==> src/rtl/add_lane_sat.sv <==
// add_lane_sat: framed multi-lane saturating accumulator with sticky per-lane
// clamp flags, term count and protocol-error pulses.
module add_lane_sat #(
    parameter int IN_WIDTH  = 6,
    parameter int ACC_WIDTH = 8,
    parameter int LANES     = 4,
    parameter int MAX_TERMS = 8,
    localparam int CNT_W    = $clog2(MAX_TERMS + 1)
) (
    input  logic                       clk,
    input  logic                       xrst,
    input  logic                       i_val,
    input  logic                       i_first,
    input  logic                       i_last,
    input  logic [LANES*IN_WIDTH-1:0]  i_data,
    output logic [LANES*ACC_WIDTH-1:0] o_data,
    output logic                       o_val,
    output logic [LANES-1:0]           o_sat,
    output logic [CNT_W-1:0]           o_cnt,
    output logic                       o_err
);
    typedef enum logic {IDLE, ACCUM} state_t;

    state_t                   state_q, state_d;
    logic [LANES*ACC_WIDTH-1:0] acc_q, acc_d, acc_new, o_data_q, o_data_d;
    logic [LANES-1:0]         sat_q, sat_d, sat_new, o_sat_q, o_sat_d;
    logic [CNT_W-1:0]         cnt_q, cnt_d, cnt_new, o_cnt_q, o_cnt_d;
    logic                     o_val_q, o_val_d, o_err_q, o_err_d;
    logic                     start;

    assign start   = i_val & i_first;
    assign cnt_new = start ? CNT_W'(1) : cnt_q + CNT_W'(1);

    // A frame start adds onto zero, so the first beat shares the clamp path.
    for (genvar k = 0; k < LANES; k++) begin : g_lane
        logic [IN_WIDTH-1:0]  x;
        logic [ACC_WIDTH:0]   base, sum;
        logic                 ovf;
        assign x    = i_data[k*IN_WIDTH +: IN_WIDTH];
        assign base = start ? '0 : {acc_q[k*ACC_WIDTH+ACC_WIDTH-1], acc_q[k*ACC_WIDTH +: ACC_WIDTH]};
        assign sum  = base + {{(ACC_WIDTH+1-IN_WIDTH){x[IN_WIDTH-1]}}, x};
        assign ovf  = sum[ACC_WIDTH] ^ sum[ACC_WIDTH-1];
        assign acc_new[k*ACC_WIDTH +: ACC_WIDTH] =
            ovf ? {sum[ACC_WIDTH], {(ACC_WIDTH-1){~sum[ACC_WIDTH]}}} : sum[ACC_WIDTH-1:0];
        assign sat_new[k] = ovf | (~start & sat_q[k]);
    end

    always_comb begin
        state_d  = state_q;
        acc_d    = acc_q;
        sat_d    = sat_q;
        cnt_d    = cnt_q;
        o_data_d = o_data_q;
        o_sat_d  = o_sat_q;
        o_cnt_d  = o_cnt_q;
        o_val_d  = 1'b0;
        o_err_d  = 1'b0;
        if (i_val && (start || state_q == ACCUM)) begin
            acc_d   = acc_new;
            sat_d   = sat_new;
            cnt_d   = cnt_new;
            state_d = ACCUM;
            o_err_d = start && state_q == ACCUM;
            if (i_last || (!start && cnt_new == CNT_W'(MAX_TERMS))) begin
                state_d  = IDLE;
                o_val_d  = 1'b1;
                o_err_d  = o_err_d | ~i_last;
                o_data_d = acc_new;
                o_sat_d  = sat_new;
                o_cnt_d  = cnt_new;
            end
        end else if (i_val) begin
            o_err_d = 1'b1;
        end
    end

    always_ff @(posedge clk) begin
        if (!xrst) begin
            state_q  <= IDLE;
            acc_q    <= '0;
            sat_q    <= '0;
            cnt_q    <= '0;
            o_data_q <= '0;
            o_sat_q  <= '0;
            o_cnt_q  <= '0;
            o_val_q  <= 1'b0;
            o_err_q  <= 1'b0;
        end else begin
            state_q  <= state_d;
            acc_q    <= acc_d;
            sat_q    <= sat_d;
            cnt_q    <= cnt_d;
            o_data_q <= o_data_d;
            o_sat_q  <= o_sat_d;
            o_cnt_q  <= o_cnt_d;
            o_val_q  <= o_val_d;
            o_err_q  <= o_err_d;
        end
    end

    assign o_data = o_data_q;
    assign o_sat  = o_sat_q;
    assign o_cnt  = o_cnt_q;
    assign o_val  = o_val_q;
    assign o_err  = o_err_q;
endmodule

==> config.mk <==
export PLATFORM = sky130hd
export DESIGN_NAME = add_lane_sat
export DESIGN_NICKNAME = d
export VERILOG_FILES = /design/src/rtl/add_lane_sat.sv
export SDC_FILE = /design/constraint.sdc
export NUM_CORES = 1
export LEC_CHECK = 0
export BUFFER_PORTS_ARGS = -buffer_cell sky130_fd_sc_hd__buf_2
export CAP_MARGIN = 20
export CORE_UTILIZATION = 52
export DETAILED_ROUTE_END_ITERATION = 10
export HOLD_SLACK_MARGIN = 0.1
export PLACE_DENSITY = 0.76
export SYNTH_ARGS = -nofsm -noshare
export SYNTH_HDL_FRONTEND = slang
export SYNTH_SLANG_ARGS = --single-unit
==> constraint.sdc <==
create_clock -name clk -period 3 [get_ports clk]
set_clock_uncertainty 0.2 [all_clocks]
set_input_delay 0.45 -clock clk [delete_from_list [all_inputs] [get_ports clk]]
set_output_delay 0.45 -clock clk [all_outputs]
set_load 0.02 [all_outputs]
==> metrics, run 1 <==
result of the run finished clean; non-filler cells, final approximately 800; remaining global-route overflow 0; unrepaired setup endpoints after global routing no; most common cell after layout, fill and taps aside sky130_fd_sc_hd__dfxtp_1; starting density of the core between 50 and 60%; maximum cell stage delay along the critical path 430 ps; via count 4,394; type of the most critical hold path primary input to flip-flop; setup ws final approximately 170 ps; length of the first detailed-routing pass in iterations 4; Post-CTS Setup Bufs 0; Setup Viol. Count Final 0; DP Worst Slack -165 ps; share of the clock period used by the worst path a little over nine tenths; Pwr per Cell Area roughly 530 mW/mm²; antenna violations before repair 0; Final Slew Violations 0; hold_ws approximately 190 ps; vertical die dimension 99.4 µm; Crit-path slowest cell sky130_fd_sc_hd__maj3_1; Avg Synthesized Cell Area between 8 and 9 µm²; cell-by-cell listing of the critical path buf_2, nand2_4, and2_1, ha_1, inv_1, fa_1, and2b_1, o2111ai_1, a31oi_1, o21ai_2, maj3_1, a21oi_1; number of instances in the placed design between 700 and 800; Total GRT Usage between 20% and 30%; net count reported at finish 730; number of buffers inserted during clock tree synthesis 9; share of flip-flops with an asynchronous set or reset after synthesis 0%; highest attainable clock frequency between 300 and 400 MHz; relative area change from synthesis to final layout 18.7%; final hold violations 0; Num Clock Sinks 83; DIE WIDTH just under 100 µm; vias in the first global route between 4,000 and 5,000; via-per-instance ratio around 5.5; synthesized net count 640; crit end category flip-flop; DRC violations left 0; unique cell type count in the Yosys netlist 65; leading post-synthesis cells by cell area sky130_fd_sc_hd__dfxtp_1 34%, sky130_fd_sc_hd__ha_1 8.4%, sky130_fd_sc_hd__a21oi_1 6.5%; Port-buffer cells 70; later-pin clock latency in the skew report 350 ps; Gates resized, CTS repair 0; post-detailed-route wirelength per cell between 10 and 15 µm; Post-Syn Area a little under 0.005 mm²; minimum period implied by the final worst setup slack 2830 ps; WP data arrival 2920 ps; cell count after synthesis around 570; H-tree level count 3; Synth top area share 33.7%; weighted congestion at the end of routability-driven global placement around 0.89; total design power slightly above 3 mW; DIE AREA 0.00989 mm²; portion of the post-synthesis area used by sequential elements 33.7%; final routed wirelength across all metal layers between 10,000 and 15,000 µm; final antenna-violating net count 0; final-layout setup total negative slack 0 ps; floorplan core area 0.00924 mm²; TritonCTS clock tree built; total of hold buffers inserted after clock tree synthesis 0; transition time at the pin with the least slew margin 727 ps; CP Max Fanout 15; worst supply voltage drop on vdd between 200 and 300 µV; count of max-cap constraint violations 0; flip-flop cell with the highest count after synthesis sky130_fd_sc_hd__dfxtp_1; number of enable-type register cells in the synthesized netlist 0; number of placement rows 35; 1st-iter DRT viols around 160; ports placed on the boundary between 70 and 80; R2R depth 10; Diodes inserted 0; required time worst endpoint approximately 3100 ps; maximum buffer depth of the clock tree 2; wire length of the first global-routing pass around 19,000 µm; number of warnings issued by yosys 0; Post-DP HPWL roughly 8300 µm; worst slew margin relative to its limit slightly above 50%; pin count of the biggest net entering global routing between 60 and 70; cell leakage power approximately 2.6 nW; clock slew at the register clock pins of the worst setup and hold paths 90 ps; biggest area consumer among synthesized cells sky130_fd_sc_hd__dfxtp_1; share of post-route cells with drive strength above 1 25.4%; cell at the root of the clock tree sky130_fd_sc_hd__clkbuf_8; most frequent cells in the layout 83 x sky130_fd_sc_hd__dfxtp_1, 70 x sky130_fd_sc_hd__buf_2, 64 x sky130_fd_sc_hd__a21oi_1; number of cells on the worst hold path 3; CP startpoint kind primary input; type of the worst setup path primary input to flip-flop; count of state elements after synthesis 83
-- metrics by stage --
stage / util, % / area [µm²]
floorplan: - / 4970
global placement: 61.0 / 5640
detailed placement: 61.0 / 5640
CTS: 63.4 / 5860
global route: 63.4 / 5860
finish: 63.4 / 5860
-- cells by family after synthesis --
group / Yosys count / share of synthesized area [%]
and+or+nand+nor: 132 / 13.7
adders and majority gates: 57 / 14.5
AOI/OAI and AO/OA: 219 / 27.4
muxes: 2 / 0.405
buffers and inverters: 55 / 4.92
xor gates and xnor gates: 26 / 5.52
DFF: 83 / 33.7
-- critical path: cells and delay by family --
kind	cells	cell delay, ps
adder cells (fa/ha/maj)	3	980
AO/OA/AOI/OAI	4	740
buffers and inverters	2	170
AND/OR/NAND/NOR	3	570
-- flip-flops by register name (all words and copies together), names as in the netlist --
| register | flops |
|---|---|
| state_q | 1 |
| o_data | 32 |
| o_err | 1 |
| acc_q | 32 |
| o_val | 1 |
| o_sat | 4 |
| sat_q | 4 |
| cnt_q | 4 |
| o_cnt | 4 |
-- synth_stat cells, types with 2 or more instances --
| library cell | number |
|---|---|
| sky130_fd_sc_hd__o31ai_2 | 2 |
| sky130_fd_sc_hd__buf_6 | 2 |
| sky130_fd_sc_hd__o221a_1 | 2 |
| sky130_fd_sc_hd__a21oi_2 | 3 |
| sky130_fd_sc_hd__nor3_1 | 4 |
| sky130_fd_sc_hd__a31o_1 | 4 |
| sky130_fd_sc_hd__and2_1 | 29 |
| sky130_fd_sc_hd__maj3_1 | 3 |
| sky130_fd_sc_hd__xor2_1 | 18 |
| sky130_fd_sc_hd__nand3_1 | 11 |
| sky130_fd_sc_hd__o22ai_1 | 8 |
| sky130_fd_sc_hd__nor2_1 | 34 |
| sky130_fd_sc_hd__o21ai_0 | 60 |
| sky130_fd_sc_hd__nor2b_1 | 8 |
| sky130_fd_sc_hd__a21oi_1 | 64 |
| sky130_fd_sc_hd__buf_2 | 8 |
| sky130_fd_sc_hd__mux2i_1 | 2 |
| sky130_fd_sc_hd__maj3_2 | 17 |
| sky130_fd_sc_hd__xnor2_1 | 5 |
| sky130_fd_sc_hd__ha_1 | 33 |
| sky130_fd_sc_hd__o21a_1 | 8 |
| sky130_fd_sc_hd__a31oi_1 | 11 |
| sky130_fd_sc_hd__a211oi_2 | 2 |
| sky130_fd_sc_hd__clkbuf_1 | 21 |
| sky130_fd_sc_hd__o221ai_1 | 3 |
| sky130_fd_sc_hd__nand2b_1 | 10 |
| sky130_fd_sc_hd__o31ai_1 | 3 |
| sky130_fd_sc_hd__buf_4 | 3 |
| sky130_fd_sc_hd__a211o_1 | 2 |
| sky130_fd_sc_hd__dfxtp_1 | 83 |
| sky130_fd_sc_hd__a21o_1 | 7 |
| sky130_fd_sc_hd__nand3b_1 | 2 |
| sky130_fd_sc_hd__inv_1 | 20 |
| sky130_fd_sc_hd__o21ai_1 | 19 |
| sky130_fd_sc_hd__fa_1 | 4 |
| sky130_fd_sc_hd__a211oi_1 | 6 |
| sky130_fd_sc_hd__nand2_1 | 25 |
-- area by class of cell --
cell class | count | area [µm²]
clock inverters | 5 | 85.1
well taps | 129 | 161
fillers | 804 | 3380
repair buffers | 114 | 693
clock buffers | 10 | 138
multi-input cells | 436 | 3040
flip-flops and latches | 83 | 1660
inverters | 20 | 75.1
-- per-layer routing --
metal	track usage, %	vias to the layer above	routed length, µm
met4	7.47	0	161
li1	-	2240	-
met2	39.9	85	5250
met3	3.37	15	408
met5	0	-	0
met1	30.8	2054	5380
-- where the power goes --
| group | leakage, nW | switching [mW] | total (mW) | internal, mW |
|---|---|---|---|---|
| Sequential | 0.681 | 0.0405 | 1.23 | 1.19 |
| Clock | 0.109 | 0.409 | 0.901 | 0.491 |
| Combinational | 1.78 | 0.532 | 0.953 | 0.422 |
-- path summary, 6_finish.rpt --
check / startpoint / to / slack (ps)
hold reg to reg: o_cnt[3] / o_cnt[3] / 270
setup / recovery: i_val / acc_q[6] / 170
hold / removal: xrst / o_data[12] / 190
setup reg to reg: acc_q[0] / acc_q[6] / 280
(Power assumes the default switching activity.)
==> inputs of run 2 (changes only) <==
==> constraint.sdc (replaced) <==
create_clock -name clk -period 3 [get_ports clk]
set_clock_uncertainty 0.2 [all_clocks]
set_input_delay 0.3 -clock clk [delete_from_list [all_inputs] [get_ports clk]]
set_output_delay 0.3 -clock clk [all_outputs]
set_load 0.02 [all_outputs]
==> run 2 against run 1 <==
  * Die area stayed put
  * Register-to-register slack about the same
  * Total power down 6.9%
  * Sequential share of layout area grew 1.0 points
  * Via count decreased by 0.52%
  * Largest cell class unchanged
  * Combinational power is 3.8% lower
  * Global-route usage rose by 0.21 points
  * Hold slack worse by 18 ps
  * Count of clock-buffer cells in the layout unchanged
  * Fmax grew 3.5%
  * Largest power group unchanged
  * Routed wire length is 0.41% lower
  * Worst setup slack gained 96 ps
==> metrics, run 2 (synthesis results as in run 1) <==
final hold violations 0 (unchanged); non-filler cells, final 776 (-2.6%); type of the most critical hold path primary input to flip-flop; ports placed on the boundary 71 (unchanged); number of placement rows 35 (unchanged); pin count of the biggest net entering global routing 64 (+1.6%); wire length of the first global-routing pass 19,000 µm (+1.2%); WP data arrival 2750 ps (-170 ps); total design power 2.87 mW (-6.9%); total of hold buffers inserted after clock tree synthesis 2 (+2); later-pin clock latency in the skew report 360 ps (about the same); vias in the first global route 4,121 (-1.2%); via count 4,371 (-0.52%); length of the first detailed-routing pass in iterations 4 (unchanged); cell leakage power 2.45 nW (-5.0%); Post-CTS Setup Bufs 0 (unchanged); number of cells on the worst hold path 3 (unchanged); Num Clock Sinks 83 (unchanged); type of the worst setup path flip-flop to flip-flop; CP startpoint kind flip-flop; weighted congestion at the end of routability-driven global placement 0.914 (+2.6%); layer with the highest usage met2; TritonCTS clock tree built; CP Max Fanout 10 (-5); H-tree level count 3 (unchanged); setup ws final 267 ps (+96.2 ps); cell at the root of the clock tree sky130_fd_sc_hd__clkbuf_8; R2R depth 10 (unchanged); count of max-cap constraint violations 0 (unchanged); met2 Usage GRT 39.5% (-0.37 points); met3 layer usage reported by global route 4.50% (+1.1 points); share of the clock period used by the worst path 91.1% (-3.2 points); final routed wirelength across all metal layers 11,200 µm (-0.41%); worst slew margin relative to its limit 54.0% (+2.7 points); remaining global-route overflow 0 (unchanged); Critical R2R Capture acc_q[21]; 1st-iter DRT viols 149 (-5.7%); most common cell after layout, fill and taps aside sky130_fd_sc_hd__dfxtp_1; required time worst endpoint 3020 ps (-70 ps); DRC violations left 0 (unchanged); number of buffers inserted during clock tree synthesis 9 (unchanged); GRT met1 Usage 30.8% (about the same); transition time at the pin with the least slew margin 686 ps (-40.6 ps); share of post-route cells with drive strength above 1 22.3% (-3.2 points); Diodes inserted 0 (unchanged); DP Area 0.00546 mm² (-3.2%); via-per-instance ratio 5.63 (+2.2%); vertical die dimension 99.4 µm (unchanged); DIE WIDTH 99.4 µm (unchanged); most frequent cells in the layout 83 x sky130_fd_sc_hd__dfxtp_1, 70 x sky130_fd_sc_hd__buf_2, 64 x sky130_fd_sc_hd__a21oi_1; origin of the critical flop-to-flop path acc_q[16]; Total GRT Usage 23.7% (+0.21 points); number of instances in the placed design 758 (-3.1%); start point of the critical path acc_q[16]; relative area change from synthesis to final layout 14.5%; Post-DP HPWL 8040 µm (-3.4%); antenna violations before repair 0 (unchanged); Port-buffer cells 70 (unchanged); floorplan core area 0.00924 mm² (unchanged); final antenna-violating net count 0 (unchanged); DIE AREA 0.00989 mm² (unchanged); Gates resized, CTS repair 0 (unchanged); end point of the critical path acc_q[21]; crit end category flip-flop; Setup Viol. Count Final 0 (unchanged); highest attainable clock frequency 366 MHz (+3.5%); DP Worst Slack -80.1 ps (+85.2 ps); result of the run finished clean; clock slew at the register clock pins of the worst setup and hold paths 90 ps (about the same); post-detailed-route wirelength per cell 14.4 µm (+2.3%); Pwr per Cell Area 507 mW/mm² (-3.5%); post-layout instance area 0.00565 mm² (-3.5%); FF-to-FF setup slack 270 ps (about the same); starting density of the core 53.4% (unchanged); worst supply voltage drop on vdd 304 µV (+12%); minimum period implied by the final worst setup slack 2730 ps (-96.2 ps); net count reported at finish 708 (-3.0%); maximum buffer depth of the clock tree 2 (unchanged); unrepaired setup endpoints after global routing no; Final Slew Violations 0 (unchanged)
-- run 2: worst max-delay path, stage by stage (launching register included) --
cell and delay [ps]:
sky130_fd_sc_hd__dfxtp_1 330, sky130_fd_sc_hd__and2_1 140, sky130_fd_sc_hd__ha_1 190, sky130_fd_sc_hd__inv_1 70, sky130_fd_sc_hd__fa_1 200, sky130_fd_sc_hd__nor2b_1 70
sky130_fd_sc_hd__o31a_2 320, sky130_fd_sc_hd__o31ai_2 230, sky130_fd_sc_hd__a31o_1 470, sky130_fd_sc_hd__maj3_2 290, sky130_fd_sc_hd__a21oi_1 70
-- run 2: worst min-delay path by stage --
stage / from / slack, ps / endpoint
after floorplan: acc_q[0] / 230 / acc_q[0]
after global placement: acc_q[0] / 240 / acc_q[0]
after detailed placement: acc_q[0] / 260 / acc_q[0]
after CTS: i_val / 150 / o_err
after global routing: i_val / 160 / o_err
final: i_val / 170 / o_err
-- run 2: through the flow --
stage	TNS, ps	hold slack (ps)	util, %
after detailed placement	-1610	256	59.1
after floorplan	0	232	-
after CTS	0	148	61.2
after global routing	0	159	61.2
after global placement	-76.1	242	59.1
final	0	169	61.2
-- run 2: layer usage --
layer | wire length, µm | up-vias
met5 | 0 | -
met3 | 428 | 18
met1 | 5240 | 2046
met4 | 186 | 0
li1 | - | 2206
met2 | 5300 | 101
-- run 2: cell type report --
type	count	area (µm²)
clock buffer	10	128
sequential	83	1660
clock inverter	6	48.8
inverter	20	75.1
multi-input combinational	436	3030
timing repair buffer	92	546
fill	814	3590
tap	129	161
-- run 2: where the power goes --
group	internal (mW)	total [mW]	switching, mW
registers	1.19	1.23	0.0402
logic	0.387	0.917	0.530
clock network	0.307	0.725	0.418
total	1.88	2.87	0.988
